### src/rtl/sdi_rx_rate_scan_if.sv
// Receiver-facing signals of the SDI rate scanner: status from the receiver,
// one-hot rate control back to it.
interface sdi_rx_rate_scan_if;
   logic       vid_active;
   logic       trs_out;
   logic       eav_error;
   logic       sav_error;
   logic       y1_crc_error;
   logic       c1_crc_error;
   logic       rx_tg_hdn;
   logic       rx_hd_sdn;
   logic [2:0] rx_rate;

   // The scan controller owns rx_rate; the receiver owns everything else.
   modport master (
      input  vid_active, trs_out, eav_error, sav_error,
      input  y1_crc_error, c1_crc_error, rx_tg_hdn, rx_hd_sdn,
      output rx_rate
   );

   modport slave (
      output vid_active, trs_out, eav_error, sav_error,
      output y1_crc_error, c1_crc_error, rx_tg_hdn, rx_hd_sdn,
      input  rx_rate
   );
endinterface

### src/rtl/sdi_rx_rate_scan.sv
// SDI receiver rate scanner: cycles 3G/HD/SD until video and clean TRS are seen,
// then holds lock with loss hysteresis; supports a manual rate override.
module sdi_rx_rate_scan #(
   parameter int DWELL_CYCLES = 65536,
   parameter int TRS_GOOD     = 8,
   parameter int LOSS_CYCLES  = 4096
) (
   input  logic                      rx_clk,
   input  logic                      rst,
   sdi_rx_rate_scan_if.master        rx,
   input  logic                      force_rate_en,
   input  logic [1:0]                force_rate,
   output logic                      locked,
   output logic [1:0]                scan_state,
   output logic [7:0]                relock_count,
   output logic [15:0]               crc_err_count
);

   localparam int DWELL_W = $clog2(DWELL_CYCLES + 1);
   localparam int TRS_W   = $clog2(TRS_GOOD + 1);
   localparam int LOSS_W  = $clog2(LOSS_CYCLES + 1);

   typedef enum logic [1:0] {
      ST_SCAN   = 2'd0,
      ST_VERIFY = 2'd1,
      ST_LOCKED = 2'd2,
      ST_LOST   = 2'd3
   } state_t;

   // Scan order is 3G -> HD -> SD -> 3G, i.e. a right rotation of the one-hot code.
   function automatic logic [2:0] rate_advance(input logic [2:0] r);
      return {r[0], r[2:1]};
   endfunction

   function automatic logic [2:0] force_onehot(input logic [1:0] fr);
      logic [2:0] oh;
      case (fr)
         2'd0:    oh = 3'b001;
         2'd1:    oh = 3'b010;
         default: oh = 3'b100;
      endcase
      return oh;
   endfunction

   function automatic logic rate_match(input logic [2:0] r, input logic tg_hdn, input logic hd_sdn);
      logic m;
      case (r)
         3'b100:  m = tg_hdn;
         3'b010:  m = ~tg_hdn & hd_sdn;
         3'b001:  m = ~hd_sdn;
         default: m = 1'b0;
      endcase
      return m;
   endfunction

   state_t              state_r, state_s;
   logic [2:0]          rate_r, rate_s;
   logic [DWELL_W-1:0]  dwell_r, dwell_s;
   logic [TRS_W-1:0]    trs_r, trs_s;
   logic [LOSS_W-1:0]   loss_r, loss_s;
   logic                locked_r, locked_s;
   logic [7:0]          relock_r, relock_s;
   logic [15:0]         crc_r, crc_s;
   logic                force_en_d_r;
   logic [1:0]          force_rate_d_r;

   logic                dwell_exp_s;
   logic                clean_trs_s;
   logic                force_evt_s;
   logic [2:0]          forced_s;
   logic [2:0]          next_rate_s;
   logic                match_s;

   // State and counter registers with synchronous reset.
   always_ff @(posedge rx_clk) begin
      if (rst) begin
         state_r        <= ST_SCAN;
         rate_r         <= 3'b100;
         dwell_r        <= '0;
         trs_r          <= '0;
         loss_r         <= '0;
         locked_r       <= 1'b0;
         relock_r       <= 8'd0;
         crc_r          <= 16'd0;
         force_en_d_r   <= 1'b0;
         force_rate_d_r <= 2'd0;
      end else begin
         state_r        <= state_s;
         rate_r         <= rate_s;
         dwell_r        <= dwell_s;
         trs_r          <= trs_s;
         loss_r         <= loss_s;
         locked_r       <= locked_s;
         relock_r       <= relock_s;
         crc_r          <= crc_s;
         force_en_d_r   <= force_rate_en;
         force_rate_d_r <= force_rate;
      end
   end

   // Next-state, rate and counter logic.
   always_comb begin
      state_s  = state_r;
      rate_s   = rate_r;
      dwell_s  = dwell_r;
      trs_s    = trs_r;
      loss_s   = loss_r;
      locked_s = locked_r;
      relock_s = relock_r;
      crc_s    = crc_r;

      dwell_exp_s = (dwell_r == DWELL_W'(DWELL_CYCLES - 1));
      clean_trs_s = rx.trs_out & ~rx.eav_error & ~rx.sav_error;
      force_evt_s = force_rate_en & (~force_en_d_r | (force_rate != force_rate_d_r));
      forced_s    = force_onehot(force_rate);
      // While forced, an expiring dwell wraps without touching the rate.
      next_rate_s = force_rate_en ? forced_s : rate_advance(rate_r);
      match_s     = rate_match(rate_r, rx.rx_tg_hdn, rx.rx_hd_sdn);

      if (force_evt_s) begin
         state_s  = ST_SCAN;
         rate_s   = forced_s;
         locked_s = 1'b0;
         dwell_s  = '0;
         trs_s    = '0;
         loss_s   = '0;
      end else begin
         if (force_rate_en) begin
            rate_s = forced_s;
         end else begin
            rate_s = rate_r;
         end

         case (state_r)
            ST_SCAN: begin
               if (rx.vid_active) begin
                  state_s = ST_VERIFY;
                  dwell_s = '0;
                  trs_s   = '0;
               end else if (dwell_exp_s) begin
                  dwell_s = '0;
                  rate_s  = next_rate_s;
               end else begin
                  dwell_s = dwell_r + DWELL_W'(1);
               end
            end
            ST_VERIFY: begin
               if (rx.eav_error | rx.sav_error | ~rx.vid_active) begin
                  state_s = ST_SCAN;
                  dwell_s = '0;
                  trs_s   = '0;
               end else if (clean_trs_s && (trs_r == TRS_W'(TRS_GOOD - 1))) begin
                  state_s  = ST_LOCKED;
                  locked_s = 1'b1;
                  dwell_s  = '0;
                  trs_s    = '0;
               end else if (dwell_exp_s) begin
                  state_s = ST_SCAN;
                  dwell_s = '0;
                  trs_s   = '0;
                  rate_s  = next_rate_s;
               end else begin
                  dwell_s = dwell_r + DWELL_W'(1);
                  trs_s   = trs_r + TRS_W'(clean_trs_s);
               end
            end
            ST_LOCKED: begin
               if ((rx.y1_crc_error | rx.c1_crc_error) && (crc_r != 16'hFFFF)) begin
                  crc_s = crc_r + 16'd1;
               end else begin
                  crc_s = crc_r;
               end
               if (~rx.vid_active | ~match_s) begin
                  state_s = ST_LOST;
                  loss_s  = '0;
               end else begin
                  state_s = ST_LOCKED;
               end
            end
            ST_LOST: begin
               // Hysteresis expiry takes priority over a same-cycle recovery.
               if (loss_r == LOSS_W'(LOSS_CYCLES - 1)) begin
                  state_s  = ST_SCAN;
                  locked_s = 1'b0;
                  loss_s   = '0;
                  dwell_s  = '0;
                  relock_s = (relock_r == 8'hFF) ? relock_r : relock_r + 8'd1;
               end else if (rx.vid_active && match_s) begin
                  state_s = ST_LOCKED;
                  loss_s  = '0;
               end else begin
                  loss_s = loss_r + LOSS_W'(1);
               end
            end
            default: begin
               state_s  = ST_SCAN;
               locked_s = 1'b0;
               dwell_s  = '0;
               trs_s    = '0;
               loss_s   = '0;
            end
         endcase
      end
   end

   assign rx.rx_rate      = rate_r;
   assign locked          = locked_r;
   assign scan_state      = state_r;
   assign relock_count    = relock_r;
   assign crc_err_count   = crc_r;

endmodule

### src/flat_wrapper.sv
// flat-port wrapper written by rule: the top's interface ports become plain ports
module sdi_rx_rate_scan_flat 
#(
   parameter int DWELL_CYCLES = 65536,
   parameter int TRS_GOOD     = 8,
   parameter int LOSS_CYCLES  = 4096
)
  (rx_clk, rst, force_rate_en, force_rate, locked, scan_state, relock_count, crc_err_count, rx_vid_active, rx_trs_out, rx_eav_error, rx_sav_error, rx_y1_crc_error, rx_c1_crc_error, rx_rx_tg_hdn, rx_rx_hd_sdn, rx_rx_rate);
  sdi_rx_rate_scan_if rx_i ();
  input  logic rx_clk;
  input  logic rst;
  input  logic force_rate_en;
  input  logic [1:0] force_rate;
  output logic locked;
  output logic [1:0] scan_state;
  output logic [7:0] relock_count;
  output logic [15:0] crc_err_count;
  input wire logic [$bits(rx_i.vid_active)-1:0] rx_vid_active;
  input wire logic [$bits(rx_i.trs_out)-1:0] rx_trs_out;
  input wire logic [$bits(rx_i.eav_error)-1:0] rx_eav_error;
  input wire logic [$bits(rx_i.sav_error)-1:0] rx_sav_error;
  input wire logic [$bits(rx_i.y1_crc_error)-1:0] rx_y1_crc_error;
  input wire logic [$bits(rx_i.c1_crc_error)-1:0] rx_c1_crc_error;
  input wire logic [$bits(rx_i.rx_tg_hdn)-1:0] rx_rx_tg_hdn;
  input wire logic [$bits(rx_i.rx_hd_sdn)-1:0] rx_rx_hd_sdn;
  output wire logic [$bits(rx_i.rx_rate)-1:0] rx_rx_rate;
  assign rx_i.vid_active = rx_vid_active;
  assign rx_i.trs_out = rx_trs_out;
  assign rx_i.eav_error = rx_eav_error;
  assign rx_i.sav_error = rx_sav_error;
  assign rx_i.y1_crc_error = rx_y1_crc_error;
  assign rx_i.c1_crc_error = rx_c1_crc_error;
  assign rx_i.rx_tg_hdn = rx_rx_tg_hdn;
  assign rx_i.rx_hd_sdn = rx_rx_hd_sdn;
  assign rx_rx_rate = rx_i.rx_rate;
  sdi_rx_rate_scan #(.DWELL_CYCLES(DWELL_CYCLES), .TRS_GOOD(TRS_GOOD), .LOSS_CYCLES(LOSS_CYCLES)) u_core (.rx_clk(rx_clk), .rst(rst), .rx(rx_i), .force_rate_en(force_rate_en), .force_rate(force_rate), .locked(locked), .scan_state(scan_state), .relock_count(relock_count), .crc_err_count(crc_err_count));
endmodule
### config.mk
export PLATFORM = sky130hd
export DESIGN_NAME = sdi_rx_rate_scan_flat
export DESIGN_NICKNAME = d
export VERILOG_FILES = /design/src/rtl/sdi_rx_rate_scan_if.sv /design/src/rtl/sdi_rx_rate_scan.sv /design/src/flat_wrapper.sv
export SDC_FILE = /design/constraint.sdc
export NUM_CORES = 1
export LEC_CHECK = 0
export ABC_AREA = 1
export CAP_MARGIN = 5
export CORE_MARGIN = 2
export CORE_UTILIZATION = 45
export DETAILED_ROUTE_END_ITERATION = 7
export PLACE_DENSITY = 0.69
export SLEW_MARGIN = 25
export SYNTH_ARGS = -nofsm -noshare
export SYNTH_HDL_FRONTEND = slang
export SYNTH_SLANG_ARGS = --single-unit
export TNS_END_PERCENT = 50
### constraint.sdc
create_clock -name rx_clk -period 1.65 [get_ports rx_clk]
set_clock_uncertainty 0.2 [all_clocks]
set_input_delay 0.165 -clock rx_clk [delete_from_list [all_inputs] [get_ports rx_clk]]
set_output_delay 0.165 -clock rx_clk [all_outputs]
set_load 0.03 [all_outputs]
# After elaboration in Yosys (flattened, before gate mapping)
# Cells that the tools add are included.
[totals]
reg_bits = 67
output_inout_bits = 30
[op_classes]
addsub = 5
n_eq_ne = 20
n_mux = 37
n_bitwise = 18
reduce_logical = 17
[ops]
columns = ["op", "count"]
rows = [
  ["$mux W17", 5],
  ["$pmux W17 S3", 1],
  ["$mux W13", 3],
  ["$pmux W13 S2", 1],
  ["$mux W3", 7],
  ["$add A17 B1 Y17 const B", 1],
  ["$eq A17 B16 Y1 const B", 1],
  ["$add A16 B1 Y16 const B", 1],
  ["$mux W4", 4],
  ["$ne A16 B16 Y1 const B", 1],
  ["$add A13 B1 Y13 const B", 1],
  ["$eq A13 B12 Y1 const B", 1],
  ["$mux W2", 6],
  ["$pmux W3 S2", 2],
  ["$not A1 Y1", 9],
  ["$add A8 B1 Y8 const B", 1],
  ["$eq A8 B8 Y1 const B", 1],
  ["$pmux W2 S4", 1],
  ["$pmux W4 S2", 1],
  ["$reduce_and A4 Y1", 2],
  ["$ne A2 B1 Y1 const B", 3],
  ["$reduce_and A2 Y1", 3],
  ["$reduce_and A3 Y1", 2],
  ["$reduce_bool A2 Y1", 3],
  ["other kinds (20)", 36],
]

# Longest topological paths before layout
[depth]
depth_word = 8
ltp_mapped = 12

# Worst setup path before layout
# OpenSTA, ideal clock, no wires.
[synth_timing]
kind = "reg2reg"
start = "register u_core.crc_r[0] (netlist: u_core.crc_err_count[0])"
end = "register u_core.crc_r[2] (netlist: u_core.crc_err_count[2])"
setup_ns = 0.116
t_arrival_ns = 1.710
required_ns = 1.334
slack_ns = -0.376
stages_incl_launch_ff = 10
path_buffers = 1
period_less_slack_ns = 2.026
cell_sequence = "dfxtp_1 > ha_1 > nand2_1 > nor3_4 > nand3_2 > nor2_2 > nor2_2 > buf_4 > a21oi_1 > nor2_1"
[synth_via]
elab_chain_len = 3
[synth_lines]
columns = ["element", "line", "text"]
rows = [
  ["from (decl)", "sdi_rx_rate_scan.sv:63", "logic [15:0] crc_r, crc_s;"],
  ["from (signal assigned)", "sdi_rx_rate_scan.sv:95", "crc_r <= crc_s;"],
  ["branches (longest 3 deep; another with $add A16 B1 Y16)", "-", ""],
]
# Parallel ways; which one is timed is not known.
# A chain may end at the register's enable or synchronous reset.

# Worst setup path in the final report
[layout_timing]
start = "register u_core.crc_r[1] (netlist: u_core.crc_err_count[1])"
end = "register u_core.crc_r[4] (netlist: u_core.crc_err_count[4])"
# The elaborated chain is that of the path after synthesis.

==> results.tsv <==
stage	metric	value	unit
floorplanning	I/O pin cnt	43	
clock_tree	clock input transition at the sequential cells of the worst setup and hold paths	0.07	ns
floorplanning	total die area	0.00908	mm^2
logic_synthesis	flip-flop and latch count after synthesis	67	
timing	final slew viol count	0	
route	antenna viol nets, final	0	
clock_tree	TritonCTS clock tree	yes	
final_layout	number of antenna repair diodes	0	
logic_synthesis	cell taking the most area after synthesis	sky130_fd_sc_hd__dfxtp_1	
placed_design	pre-CTS setup slack	-0.375	ns
global_route	leftover overflow at the end of global routing	0	
timing	maximum operating frequency	0.551	GHz
pwr	Peak supply drop	0.370	mV
logic_synthesis	sequential share of the synthesized area	0.358	
final_layout	layout filler cell count	613	
placed_design	number of port buffers	42	
logic_synthesis	post-synthesis instance area	0.00375	mm^2
global_route	first-pass GRT wire length	17500	um
setup_path	Req. time, crit path	1.69	ns
run_status	run status	complete, but fails checks	
logic_synthesis	top cell type's share of synthesized area	0.358	
placed_design	Detail Placement HPWL	7310	um
pwr	Final Total Pwr	3260	uW
clock_tree	CTS Buf Count	9	
logic_synthesis	Gate Count Post-Synth	571	
final_layout	Net count, final	739	
setup_path	worst r2r path cells	10	
timing	actual transition at the worst max-transition pin	0.336	ns
worst_hold_path	type of the worst min-delay path	input port to flip-flop	
logic_synthesis	Mapped Nets	590	
setup_path	crit path kind	flip-flop to flip-flop	
final_layout	post-route cell area	0.00582	mm^2
logic_synthesis	post-synth cell types	31	
route	total number of vias	4192	
setup_path	CP max FO	8	
clock_tree	clock latency of the later-clocked register in the worst-skew pair	0.35	ns
global_route	via count of the first global-routing pass	4013	
route	Pre-antenna DRT Iters	4	
setup_path	worst reg-to-reg setup slack	-0.16	ns
clock_tree	CTS root buffer	sky130_fd_sc_hd__clkbuf_8	
route	DRC violation total after the first TritonRoute iteration	171	
setup_path	Crit path arrival time	1.86	ns
setup_path	type of destination of the critical path	flip-flop	
global_route	maximum number of pins on one net before global-route repair	20	
final_layout	post-route non-filler standard cell count	830	
final_layout	utilization after layout	0.716	
flow_run	max-capacitance violation count	0	
route	final WL	11300	um
floorplanning	Row Count	33	
setup_path	capture instance of the worst register-to-register path	u_core.crc_err_count[4]$_SDFFE_PP0P_	
placed_design	instance count after placement with tap cells included	796	
clock_tree	number of clock sinks seen by CTS	67	
timing	minimum clock period after layout	1.81	ns
timing	number of hold violations in the final report	0	
route	drt drc	0	
worst_hold_path	source of the worst hold timing path	force_rate[1]	
pwr	cell area power density	560	mW/mm^2
floorplanning	Die Span Y	95.3	um
timing	# setup viols final	49	
timing	RSZ-0062 raised after global routing	yes	
floorplanning	area inside the core boundary	0.00813	mm^2
logic_synthesis	synth warn	0	
final_layout	relative area change from synthesis to final layout	55.3	%
setup_path	Worst setup SP type	flip-flop	
route	wire length per cell	13.6	um
run_status	violated checks	setup timing	
timing	worst relative slew slack	0.777	
placed_design	cell area after placement	0.00501	mm^2
timing	Final period util	1.10	
pwr	Leakage	0.00257	uW
global_route	number of antenna violations at the first check in global routing	0	
placed_design	final weighted congestion of routability-driven global placement	0.877	
clock_tree	CTS H-tree lvls	3	
route	average vias per placed instance	5.05	
timing	fin worst setup slack	-0.165	ns
worst_hold_path	instance count along the most critical hold path	4	
worst_hold_path	hold-critical path endpoint	u_core.rx.rx_rate[2]$_SDFF_PP1_	
setup_path	Worst R2R Start	u_core.crc_err_count[1]$_SDFFE_PP0P_	
clock_tree	worst-case clock buffer depth	2	
global_route	total routing usage reported by global routing	0.245	
floorplanning	effective utilization at floorplan	0.461	
logic_synthesis	cell types with the largest area share after synthesis	sky130_fd_sc_hd__dfxtp_1 (36%), sky130_fd_sc_hd__nand2_1 (17%), sky130_fd_sc_hd__nor2_1 (7.8%), sky130_fd_sc_hd__inv_1 (6.5%), sky130_fd_sc_hd__a21oi_1 (4.8%)	
floorplanning	chip width	95.3	um
logic_synthesis	Post-Syn Area per Cell	6.57	um^2
final_layout	layout cell share with drive strength beyond 1	0.374	
## Yosys cell counts
master and count:
sky130_fd_sc_hd__and2_1 1, sky130_fd_sc_hd__nor3_2 1, sky130_fd_sc_hd__nand2_1 165, sky130_fd_sc_hd__clkbuf_1 3
sky130_fd_sc_hd__buf_4 3, sky130_fd_sc_hd__ha_1 6, sky130_fd_sc_hd__inv_2 4, sky130_fd_sc_hd__nor3_4 1
sky130_fd_sc_hd__nor2_1 78, sky130_fd_sc_hd__or2_0 1, sky130_fd_sc_hd__inv_1 65, sky130_fd_sc_hd__nand3b_1 6
sky130_fd_sc_hd__xnor2_1 6, sky130_fd_sc_hd__buf_6 3, sky130_fd_sc_hd__o21bai_1 1, sky130_fd_sc_hd__nor3_1 18
sky130_fd_sc_hd__nand3_2 2, sky130_fd_sc_hd__nand2_2 4, sky130_fd_sc_hd__or2_2 5, sky130_fd_sc_hd__xor2_1 18
sky130_fd_sc_hd__clkinv_1 2, sky130_fd_sc_hd__nand3_1 28, sky130_fd_sc_hd__dfxtp_1 67, sky130_fd_sc_hd__o21ai_2 2
sky130_fd_sc_hd__buf_1 2, sky130_fd_sc_hd__nor2_2 3, sky130_fd_sc_hd__o21ai_0 15, sky130_fd_sc_hd__a21oi_2 6
sky130_fd_sc_hd__nor2_4 2, sky130_fd_sc_hd__a21oi_1 36, sky130_fd_sc_hd__nand4_1 17
## per-layer routing
layer  part of all wire  routed length, um  vias up  global-route usage
li1                   -                  -     2114                   -
met1               0.42               4760     1964               0.284
met2               0.52               5860       93               0.443
met3              0.037                412       21              0.0403
met4              0.021                241        0               0.104
met5                  0                  0        -                   0
## cell usage in the layout (no fill, tap or decap), types with 10 or more instances in the layout
master and n:
sky130_fd_sc_hd__dfxtp_2 21, sky130_fd_sc_hd__dlygate4sd2_1 30, sky130_fd_sc_hd__nand2_4 10, sky130_fd_sc_hd__buf_4 93
sky130_fd_sc_hd__xor2_1 18, sky130_fd_sc_hd__a21oi_1 26, sky130_fd_sc_hd__nor3_1 13, sky130_fd_sc_hd__nand2_2 31
sky130_fd_sc_hd__nor2_4 13, sky130_fd_sc_hd__nor2_1 62, sky130_fd_sc_hd__a21oi_2 14, sky130_fd_sc_hd__dfxtp_1 39
sky130_fd_sc_hd__nand4_1 17, sky130_fd_sc_hd__nand2_1 128, sky130_fd_sc_hd__inv_1 63, sky130_fd_sc_hd__nand3_1 20
## cells by family after synthesis
kind of cell / share of synthesized area
flops: 0.358
buf+inv: 0.0911
compound gates: 0.0887
xor+xnor: 0.0560
fa+ha+maj: 0.0200
simple gates: 0.387
## through the flow
step	hold WS [ns]	setup TNS [ns]
2_1_floorplan	0.0869	-0.241
6_report	0.0645	-3.81
5_1_grt	0.0866	-7.74
4_1_cts	0.244	-2.56
3_5_place_dp	0.239	-18.29
3_3_place_gp	0.234	-14.75
## flip-flops by register name, indices dropped and copies added, names as in the netlist
signal                 flops
u_core.dwell_r            17
u_core.crc_err_count      16
u_core.loss_r             13
u_core.relock_count        8
u_core.trs_r               4
u_core.rx.rx_rate          3
u_core.force_rate_d_r      2
u_core.scan_state          2
u_core.force_en_d_r        1
u_core.locked              1
## worst max-delay path by stage
stage | from | to | slack [ns] | depth (start not counted)
after detailed placement | force_rate[1] | u_core.trs_r[2]$_SDFFE_PP0P_ | -0.37 | 9
after floorplan | u_core.crc_err_count[1]$_SDFFE_PP0P_ | u_core.crc_err_count[11]$_SDFFE_PP0P_ | -0.03 | 10
after global placement | rx_eav_error | u_core.trs_r[2]$_SDFFE_PP0P_ | -0.29 | 10
final | u_core.crc_err_count[1]$_SDFFE_PP0P_ | u_core.crc_err_count[4]$_SDFFE_PP0P_ | -0.16 | 10
after CTS | u_core.loss_r[1]$_SDFFE_PP0P_ | u_core.dwell_r[7]$_SDFFE_PP0P_ | -0.15 | 12
after global routing | u_core.crc_err_count[6]$_SDFFE_PP0P_ | u_core.crc_err_count[4]$_SDFFE_PP0P_ | -0.22 | 9
## power breakdown
| group | internal (uW) | total [uW] | switching (uW) |
|---|---|---|---|
| clock | 699 | 1380 | 679 |
| sequential | 1620 | 1630 | 11.8 |
| combinational | 118 | 256 | 138 |
| total | 2430 | 3260 | 829 |
## critical path, cell delays in order, from the launching register on
cell                        delay (ns)
sky130_fd_sc_hd__dfxtp_4          0.36
sky130_fd_sc_hd__ha_4             0.14
sky130_fd_sc_hd__nand2_4          0.06
sky130_fd_sc_hd__nor3_4           0.14
sky130_fd_sc_hd__nand3_2          0.12
sky130_fd_sc_hd__nor2_4           0.13
sky130_fd_sc_hd__nor2_4           0.06
sky130_fd_sc_hd__buf_12           0.14
sky130_fd_sc_hd__clkbuf_16        0.17
sky130_fd_sc_hd__a21oi_2          0.12
sky130_fd_sc_hd__nor2_1           0.05
## final cells by class
cell class / instances / area, um^2 / share of cell area
repair buffers: 147 / 1280 / 0.220
inverters: 71 / 278 / 0.0477
multi-input cells: 423 / 2530 / 0.435
flip-flops and latches: 67 / 1390 / 0.239
clock inverters: 6 / 65.1 / 0.0112
well taps: 105 / 131 / 0.0226
repair inverters: 1 / 16.3 / 0.00279
clock buffers: 10 / 128 / 0.0219
## repair_timing
| item | in CTS | in global routing |
|---|---|---|
| pin swaps | 21 | 31 |
| gates resized for setup | 87 | 88 |
| buffers inserted | 6 | 8 |
| hold buffers | 0 | 0 |
| endpoints found under the setup margin | 83 | 62 |
| gates cloned | 2 | 2 |
Note: power is estimated with default switching activity, not from simulation.
